`src/rtl/addsub_sequencer.sv`:
```
// Control FSM sequencing an accumulator datapath through A +/- B +/- C +/- D.
// Optional operand bypass is enabled by defining ADDSUB_SEQ_SKIP_EN.
module addsub_sequencer #(
    parameter int unsigned HOLD_CYCLES = 1
) (
    input  logic       clock,
    input  logic       reset,
    input  logic       start,
    input  logic [2:0] ops,
`ifdef ADDSUB_SEQ_SKIP_EN
    input  logic [2:0] skip,
`endif
    input  logic       abort,
    output logic       s0,
    output logic       s1,
    output logic       s2,
    output logic       addOrSub,
    output logic       done,
    output logic       busy,
    output logic [2:0] step
);

    typedef enum logic [2:0] {
        StIdle = 3'd0,
        StLoad = 3'd1,
        StOpB  = 3'd2,
        StOpC  = 3'd3,
        StOpD  = 3'd4,
        StFin  = 3'd5
    } state_e;

    state_e     state_q, state_d;
    logic [3:0] hold_q, hold_d;
    logic [2:0] ops_q;
    logic [2:0] skip_q;
    logic       hold_done;
    logic       accept;

    logic       s0_q, s0_d;
    logic [1:0] sel_q, sel_d;
    logic       aos_q, aos_d;
    logic       done_q, done_d;
    logic       busy_q, busy_d;
    logic [2:0] step_q;

    assign accept    = (state_q == StIdle) && start;
    assign hold_done = (hold_q == 4'(HOLD_CYCLES - 1));

    always_ff @(posedge clock or posedge reset) begin
        if (reset) begin
            state_q <= StIdle;
            hold_q  <= 4'd0;
            ops_q   <= 3'b000;
        end else begin
            state_q <= state_d;
            hold_q  <= hold_d;
            if (accept) ops_q <= ops;
        end
    end

`ifdef ADDSUB_SEQ_SKIP_EN
    always_ff @(posedge clock or posedge reset) begin
        if (reset)       skip_q <= 3'b000;
        else if (accept) skip_q <= skip;
    end
`else
    assign skip_q = 3'b000;
`endif

    // Skipped operand states are jumped over, so they consume no cycles.
    always_comb begin
        state_d = state_q;
        case (state_q)
            StIdle: if (start) state_d = StLoad;
            StLoad: begin
                if (abort)          state_d = StIdle;
                else if (hold_done) state_d = !skip_q[0] ? StOpB :
                                              !skip_q[1] ? StOpC :
                                              !skip_q[2] ? StOpD : StFin;
            end
            StOpB: begin
                if (abort)          state_d = StIdle;
                else if (hold_done) state_d = !skip_q[1] ? StOpC :
                                              !skip_q[2] ? StOpD : StFin;
            end
            StOpC: begin
                if (abort)          state_d = StIdle;
                else if (hold_done) state_d = !skip_q[2] ? StOpD : StFin;
            end
            StOpD: begin
                if (abort)          state_d = StIdle;
                else if (hold_done) state_d = StFin;
            end
            StFin:   state_d = StIdle;
            default: state_d = StIdle;
        endcase

        if (state_d != state_q)                         hold_d = 4'd0;
        else if (state_q >= StLoad && state_q <= StOpD) hold_d = hold_q + 4'd1;
        else                                            hold_d = 4'd0;
    end

    // Outputs are decoded from the next state so the registered copies line up with step.
    always_comb begin
        s0_d   = s0_q;
        sel_d  = sel_q;
        aos_d  = aos_q;
        done_d = done_q;
        busy_d = 1'b0;
        case (state_d)
            StIdle: done_d = done_q;
            StLoad: begin
                s0_d   = 1'b0;
                sel_d  = 2'b00;
                done_d = 1'b0;
                busy_d = 1'b1;
            end
            StOpB: begin
                s0_d   = 1'b1;
                sel_d  = 2'b00;
                aos_d  = ops_q[0];
                done_d = 1'b0;
                busy_d = 1'b1;
            end
            StOpC: begin
                s0_d   = 1'b1;
                sel_d  = 2'b01;
                aos_d  = ops_q[1];
                done_d = 1'b0;
                busy_d = 1'b1;
            end
            StOpD: begin
                s0_d   = 1'b1;
                sel_d  = 2'b10;
                aos_d  = ops_q[2];
                done_d = 1'b0;
                busy_d = 1'b1;
            end
            StFin:   done_d = 1'b1;
            default: done_d = done_q;
        endcase
    end

    always_ff @(posedge clock or posedge reset) begin
        if (reset) begin
            s0_q   <= 1'b0;
            sel_q  <= 2'b00;
            aos_q  <= 1'b1;
            done_q <= 1'b0;
            busy_q <= 1'b0;
            step_q <= 3'd0;
        end else begin
            s0_q   <= s0_d;
            sel_q  <= sel_d;
            aos_q  <= aos_d;
            done_q <= done_d;
            busy_q <= busy_d;
            step_q <= state_d;
        end
    end

    assign s0       = s0_q;
    assign s1       = sel_q[0];
    assign s2       = sel_q[1];
    assign addOrSub = aos_q;
    assign done     = done_q;
    assign busy     = busy_q;
    assign step     = step_q;

endmodule

```
`config.mk`:
```
export PLATFORM = sky130hd
export DESIGN_NAME = addsub_sequencer
export DESIGN_NICKNAME = d
export VERILOG_FILES = /design/src/rtl/addsub_sequencer.sv
export SDC_FILE = /design/constraint.sdc
export NUM_CORES = 1
export LEC_CHECK = 0
export ABC_AREA = 1
export CORE_MARGIN = 8
export CORE_UTILIZATION = 45
export DETAILED_ROUTE_END_ITERATION = 10
export PLACE_DENSITY = 0.72
export SLEW_MARGIN = 20
export SYNTH_ARGS = -nofsm -noshare
export SYNTH_HDL_FRONTEND = slang
export SYNTH_SLANG_ARGS = --single-unit
```
`constraint.sdc`:
```
create_clock -name clock -period 1.5 [get_ports clock]
set_clock_uncertainty 0.05 [all_clocks]
set_input_delay 0.3 -clock clock [delete_from_list [all_inputs] [get_ports clock]]
set_output_delay 0.3 -clock clock [all_outputs]
set_load 0.005 [all_outputs]
```
==> results.env <==
DETAIL_ROUTE.VIAS_PER_CELL=4.913
GRT_MAX_DEGREE=11
GRT_FIRST_PASS_WIRELENGTH_UM=3663
CORE_REGION_AREA_UM2=2127
LEAKAGE_nW=0.7826
NUM_ANTENNA_CELLS=0
CLOCKBUFFERDEPTH=2
ARRIVAL_NS=1.79
LAYOUT-DRIVE-GT1-SHARE_PCT=53.47
POSTLAYOUTSETUPSLACKWORST_NS=-0.1158
FLOORPLAN.DIE_AREA_UM2=3911
PLACED_CELLS_INCL_TAPS=156
FINALWIRELENGTH_UM=2324
YOSYS_WARNING_TOTAL=0
P_SEQ_SHARE_PCT=23.9
CRITICAL_PATH.MAX_STAGE_DELAY_NS=0.42
GRT_PASS1_VIAS=877
MIN_PERIOD_OVER_PERIOD_PCT=107.7
PLACE.PORT_BUFFERS=15
RR_WORST_DEPTH=10
ROUTE.VIAS.TOTAL=845
DIE-WIDTH_UM=62.54
POWER_REPORT.INTERNAL_TOTAL_mW=1.648
ROWS=17
FINALPOWER_mW=2.946
DETAILEDROUTE.FIRSTPASSITERATIONCOUNT=4
DETAILED_PLACE_HPWL_UM=1585
P_CLK_SHARE_PCT=9.8
DETAILEDROUTE.FIRSTITERATIONVIOLATIONS=19
CTSROOTBUFFERMASTER='sky130_fd_sc_hd__clkbuf_4'
FINAL_NETS=154
WORST_SETUP_PATH_START_KIND='flip-flop'
PLACE_CONGESTION=0.7662
WORSTREG2REGEND='addOrSub'
CLASS_OF_THE_MOST_CRITICAL_HOLD_TIMING_PATH='input port to async pin'
ROUTEDWLPERCELL_UM=13.51
STARTPOINT='step[1]'
CP_COMMON_CELL='sky130_fd_sc_hd__nor2_1'
SW_FRAC_OF_TOTAL_PCT=44.05
POWER.SHARE.COMBINATIONAL_PCT=66.3
CRITICAL_PATH_FANOUT_MAX=8
FLOORPLAN.INITIALDENSITY_PCT=45.82
SETUP.WORST_PATH.END='addOrSub'
MAPPED_CELLS=102
MAX_SLEW_HEADROOM_PCT=73.59
DIE_HEIGHT_UM=62.54
PEAKVDDDROP_uV=1115
RUN_STATUS='finished, violations left'
PERIOD_MINUS_SLACK_NS=1.616
GRT-OVFL-TOTAL=0
FAILED_CHECKS='setup timing'
FIN_TNS_SETUP_NS=-0.5387
SETUP.WORST_PATH.CLASS='flip-flop to flip-flop'
SYN_AVG_CELL_AREA_UM2=9.556
SETUP-VIOLATIONS-FINAL=9
POSTROUTEANTENNANETS=0
ANTENNA_FOUND_INITIAL=0
CTS_TREE='built'
SYN-NUM-NETS=111
IO_PINS=16
WORSTSKEWPAIRLATENCY_NS=0.28
YOSYSSEQAREASHARE_PCT=41.21
CLOCK-SINKS=16
COMBINED_AREA_OF_THE_MULTI_INPUT_LOGIC_CELLS_UM2=648.1
NUMBER_OF_LIBRARY_CELL_TYPES_MAPPED_BY_SYNTHESIS=28
TIMING.CRITICAL_PATH.SLOWEST_STAGE_CELL='sky130_fd_sc_hd__dfrtp_2'
SEQUENTIAL_CELL_AREA_UM2=404.1
WORST_SLEW_PIN_SLEW_NS=0.3958
CRIT_PATH_END_KIND='flip-flop'
LAYOUT-AREA-OVERHEAD-VS-SYNTH_PCT=57.38
REQUIRED_NS=1.67
INSTANCES_NO_FILL=172
YS_FF_LATCH=16
NUMCTSBUFFERS=3
GRT_UTIL_ALL_LAYERS_PCT=11.14
PATH_CELLS='buf_6 -> nor2_4 -> nand2_2 -> nand3_4 -> nand2_4 -> buf_12 -> a21oi_4 -> nor2_1 -> nor2_1 -> nor2_1'
GRT_SETUP_UNREPAIRED='true'
CTSHTREEMAXLEVEL=1
MAX_FREQ_MHz=618.9
PATH_CLK_SLEW_NS=0.10
REPORT.FINAL.SLEW_VIOL_COUNT=0
NETSWITCHINGPOWER_mW=1.298
SYN_AREA_UM2=974.7
POWER-PER-CELL-AREA_nW_PER_UM2=1921
R2R_START='step[1]'
REG2REG_SLACK_NS=-0.12
CAP_VIOLATIONS=0
FINALHOLDVIOLCOUNT=0
FILLER_CELL_COUNT=148
DRC_ERRORS=0
==> synthesized netlist by cell type <==
cell / instances / area (µm²)
sky130_fd_sc_hd__a21oi_1: 1 / 5.000
sky130_fd_sc_hd__mux2_2: 3 / 33.78
sky130_fd_sc_hd__o21ai_0: 1 / 5.000
sky130_fd_sc_hd__dfrtp_1: 15 / 375.4
sky130_fd_sc_hd__nand4_1: 3 / 18.77
sky130_fd_sc_hd__xor2_2: 1 / 16.27
sky130_fd_sc_hd__nor2_4: 1 / 11.26
sky130_fd_sc_hd__nand3_4: 2 / 35.03
sky130_fd_sc_hd__nand2_4: 4 / 45.04
sky130_fd_sc_hd__nand2_2: 6 / 37.54
sky130_fd_sc_hd__nor2_2: 3 / 18.77
sky130_fd_sc_hd__nand3_1: 11 / 55.05
sky130_fd_sc_hd__nand3b_4: 1 / 20.02
sky130_fd_sc_hd__nand2_8: 1 / 20.02
sky130_fd_sc_hd__nor2_1: 9 / 33.78
sky130_fd_sc_hd__nand3_2: 2 / 20.02
sky130_fd_sc_hd__nand2_1: 15 / 56.30
sky130_fd_sc_hd__inv_2: 4 / 15.01
sky130_fd_sc_hd__dfstp_2: 1 / 26.28
sky130_fd_sc_hd__o21ai_1: 3 / 15.01
sky130_fd_sc_hd__inv_4: 1 / 6.260
sky130_fd_sc_hd__xnor2_1: 1 / 8.760
sky130_fd_sc_hd__xor2_1: 1 / 8.760
sky130_fd_sc_hd__ha_1: 2 / 25.02
sky130_fd_sc_hd__inv_1: 6 / 22.52
sky130_fd_sc_hd__o21bai_2: 1 / 11.26
sky130_fd_sc_hd__a21oi_2: 2 / 17.52
sky130_fd_sc_hd__buf_6: 1 / 11.26
==> sequential cells by signal, indices dropped and copies added, names as in the netlist <==
signal	cells
hold_q	4
sel_q	2
s0	1
addOrSub	1
done	1
busy	1
step	3
ops_q	3
==> cell type report <==
cell class                 count  share of cell area (%)
clock buffer                   4                   2.365
timing repair buffer          39                   23.25
multi-input combinational     74                   42.25
tap                           28                   2.284
sequential                    16                   26.35
inverter                      11                   3.507
==> per-layer routing <==
metal / GRT usage [%] / vias up / wire length (µm)
met1: 10.77 / 401 / 913
met3: 3.405 / 6 / 97
met5: 0 / - / 0
met2: 21.47 / 20 / 1275
met4: 3.989 / 0 / 37
li1: - / 418 / -
==> through the flow <==
stage	cell area (µm²)	setup slack [ns]	hold slack [ns]	utilization [%]
finish	1534	-0.1158	0.2394	72.12
global route	1534	-0.2125	0.2701	72.12
CTS	1383	-0.04969	0.2467	65.00
detailed placement	1239	-0.2720	0.4214	58.24
global placement	1239	-0.2214	0.4085	58.24
floorplan	974.7	0.02910	0.1630	-
==> worst min-delay path by stage <==
stage | start | to | slack (ns)
floorplan | reset | busy | 0.16
global placement | s0 | s0 | 0.41
detailed placement | s0 | s0 | 0.42
CTS | reset | s0 | 0.25
global route | reset | ops_q[1] | 0.27
finish | reset | s0 | 0.24
==> power groups by stage <==
stage	logic, mW	registers, mW	clock network (mW)
global placement	1.45	0.726	0
CTS	1.71	0.694	0.297
detailed placement	1.49	0.731	0
finish	1.95	0.704	0.288
floorplan	1.02	0.703	0
global route	2.12	0.723	0.311
==> placed cells by master, fill, tap and decap left out, types with 2 or more instances in the layout <==
master,netlist,final
sky130_fd_sc_hd__nand2_1,15,12
sky130_fd_sc_hd__nand2_2,6,4
sky130_fd_sc_hd__buf_4,0,20
sky130_fd_sc_hd__inv_2,4,5
sky130_fd_sc_hd__a21oi_4,0,2
sky130_fd_sc_hd__dlygate4sd2_1,0,5
sky130_fd_sc_hd__dlymetal6s2s_1,0,3
sky130_fd_sc_hd__nor2_1,9,9
sky130_fd_sc_hd__o21ai_1,3,3
sky130_fd_sc_hd__nand3_4,2,4
sky130_fd_sc_hd__nor2_4,1,3
sky130_fd_sc_hd__nand2_8,1,3
sky130_fd_sc_hd__dfrtp_1,15,13
sky130_fd_sc_hd__nand2_4,4,7
sky130_fd_sc_hd__inv_1,6,3
sky130_fd_sc_hd__mux2_2,3,3
sky130_fd_sc_hd__buf_6,1,4
sky130_fd_sc_hd__dfrtp_2,0,2
sky130_fd_sc_hd__clkbuf_4,0,3
sky130_fd_sc_hd__nand3_2,2,4
sky130_fd_sc_hd__nand3_1,11,7
sky130_fd_sc_hd__clkdlybuf4s50_1,0,6
sky130_fd_sc_hd__nand4_1,3,3
sky130_fd_sc_hd__inv_6,0,2
==> kinds of logic after synthesis <==
family,synth area share (%)
AO/OA/AOI/OAI,5.519
XOR/XNOR,3.467
adder cells (fa/ha/maj),2.567
buffers and inverters,5.648
flip-flops,41.21
multiplexers,3.466
AND/OR/NAND/NOR,38.13
==> worst max-delay path: cells and delay by family, from the launching register on <==
family / cells / cell delay, ns
AO/OA/AOI/OAI: 1 / 0.15
buffers and inverters: 2 / 0.29
flip-flops: 1 / 0.42
AND/OR/NAND/NOR: 7 / 0.64
==> timing repair <==
action | in CTS | in global routing
hold buffers | 0 | 0
pin swaps | 8 | 11
resized for setup | 24 | 23
buffers inserted | 7 | 5
endpoints found under the setup margin | 18 | 13
cloned | 0 | 0
Power figures use the tool's default switching activity.
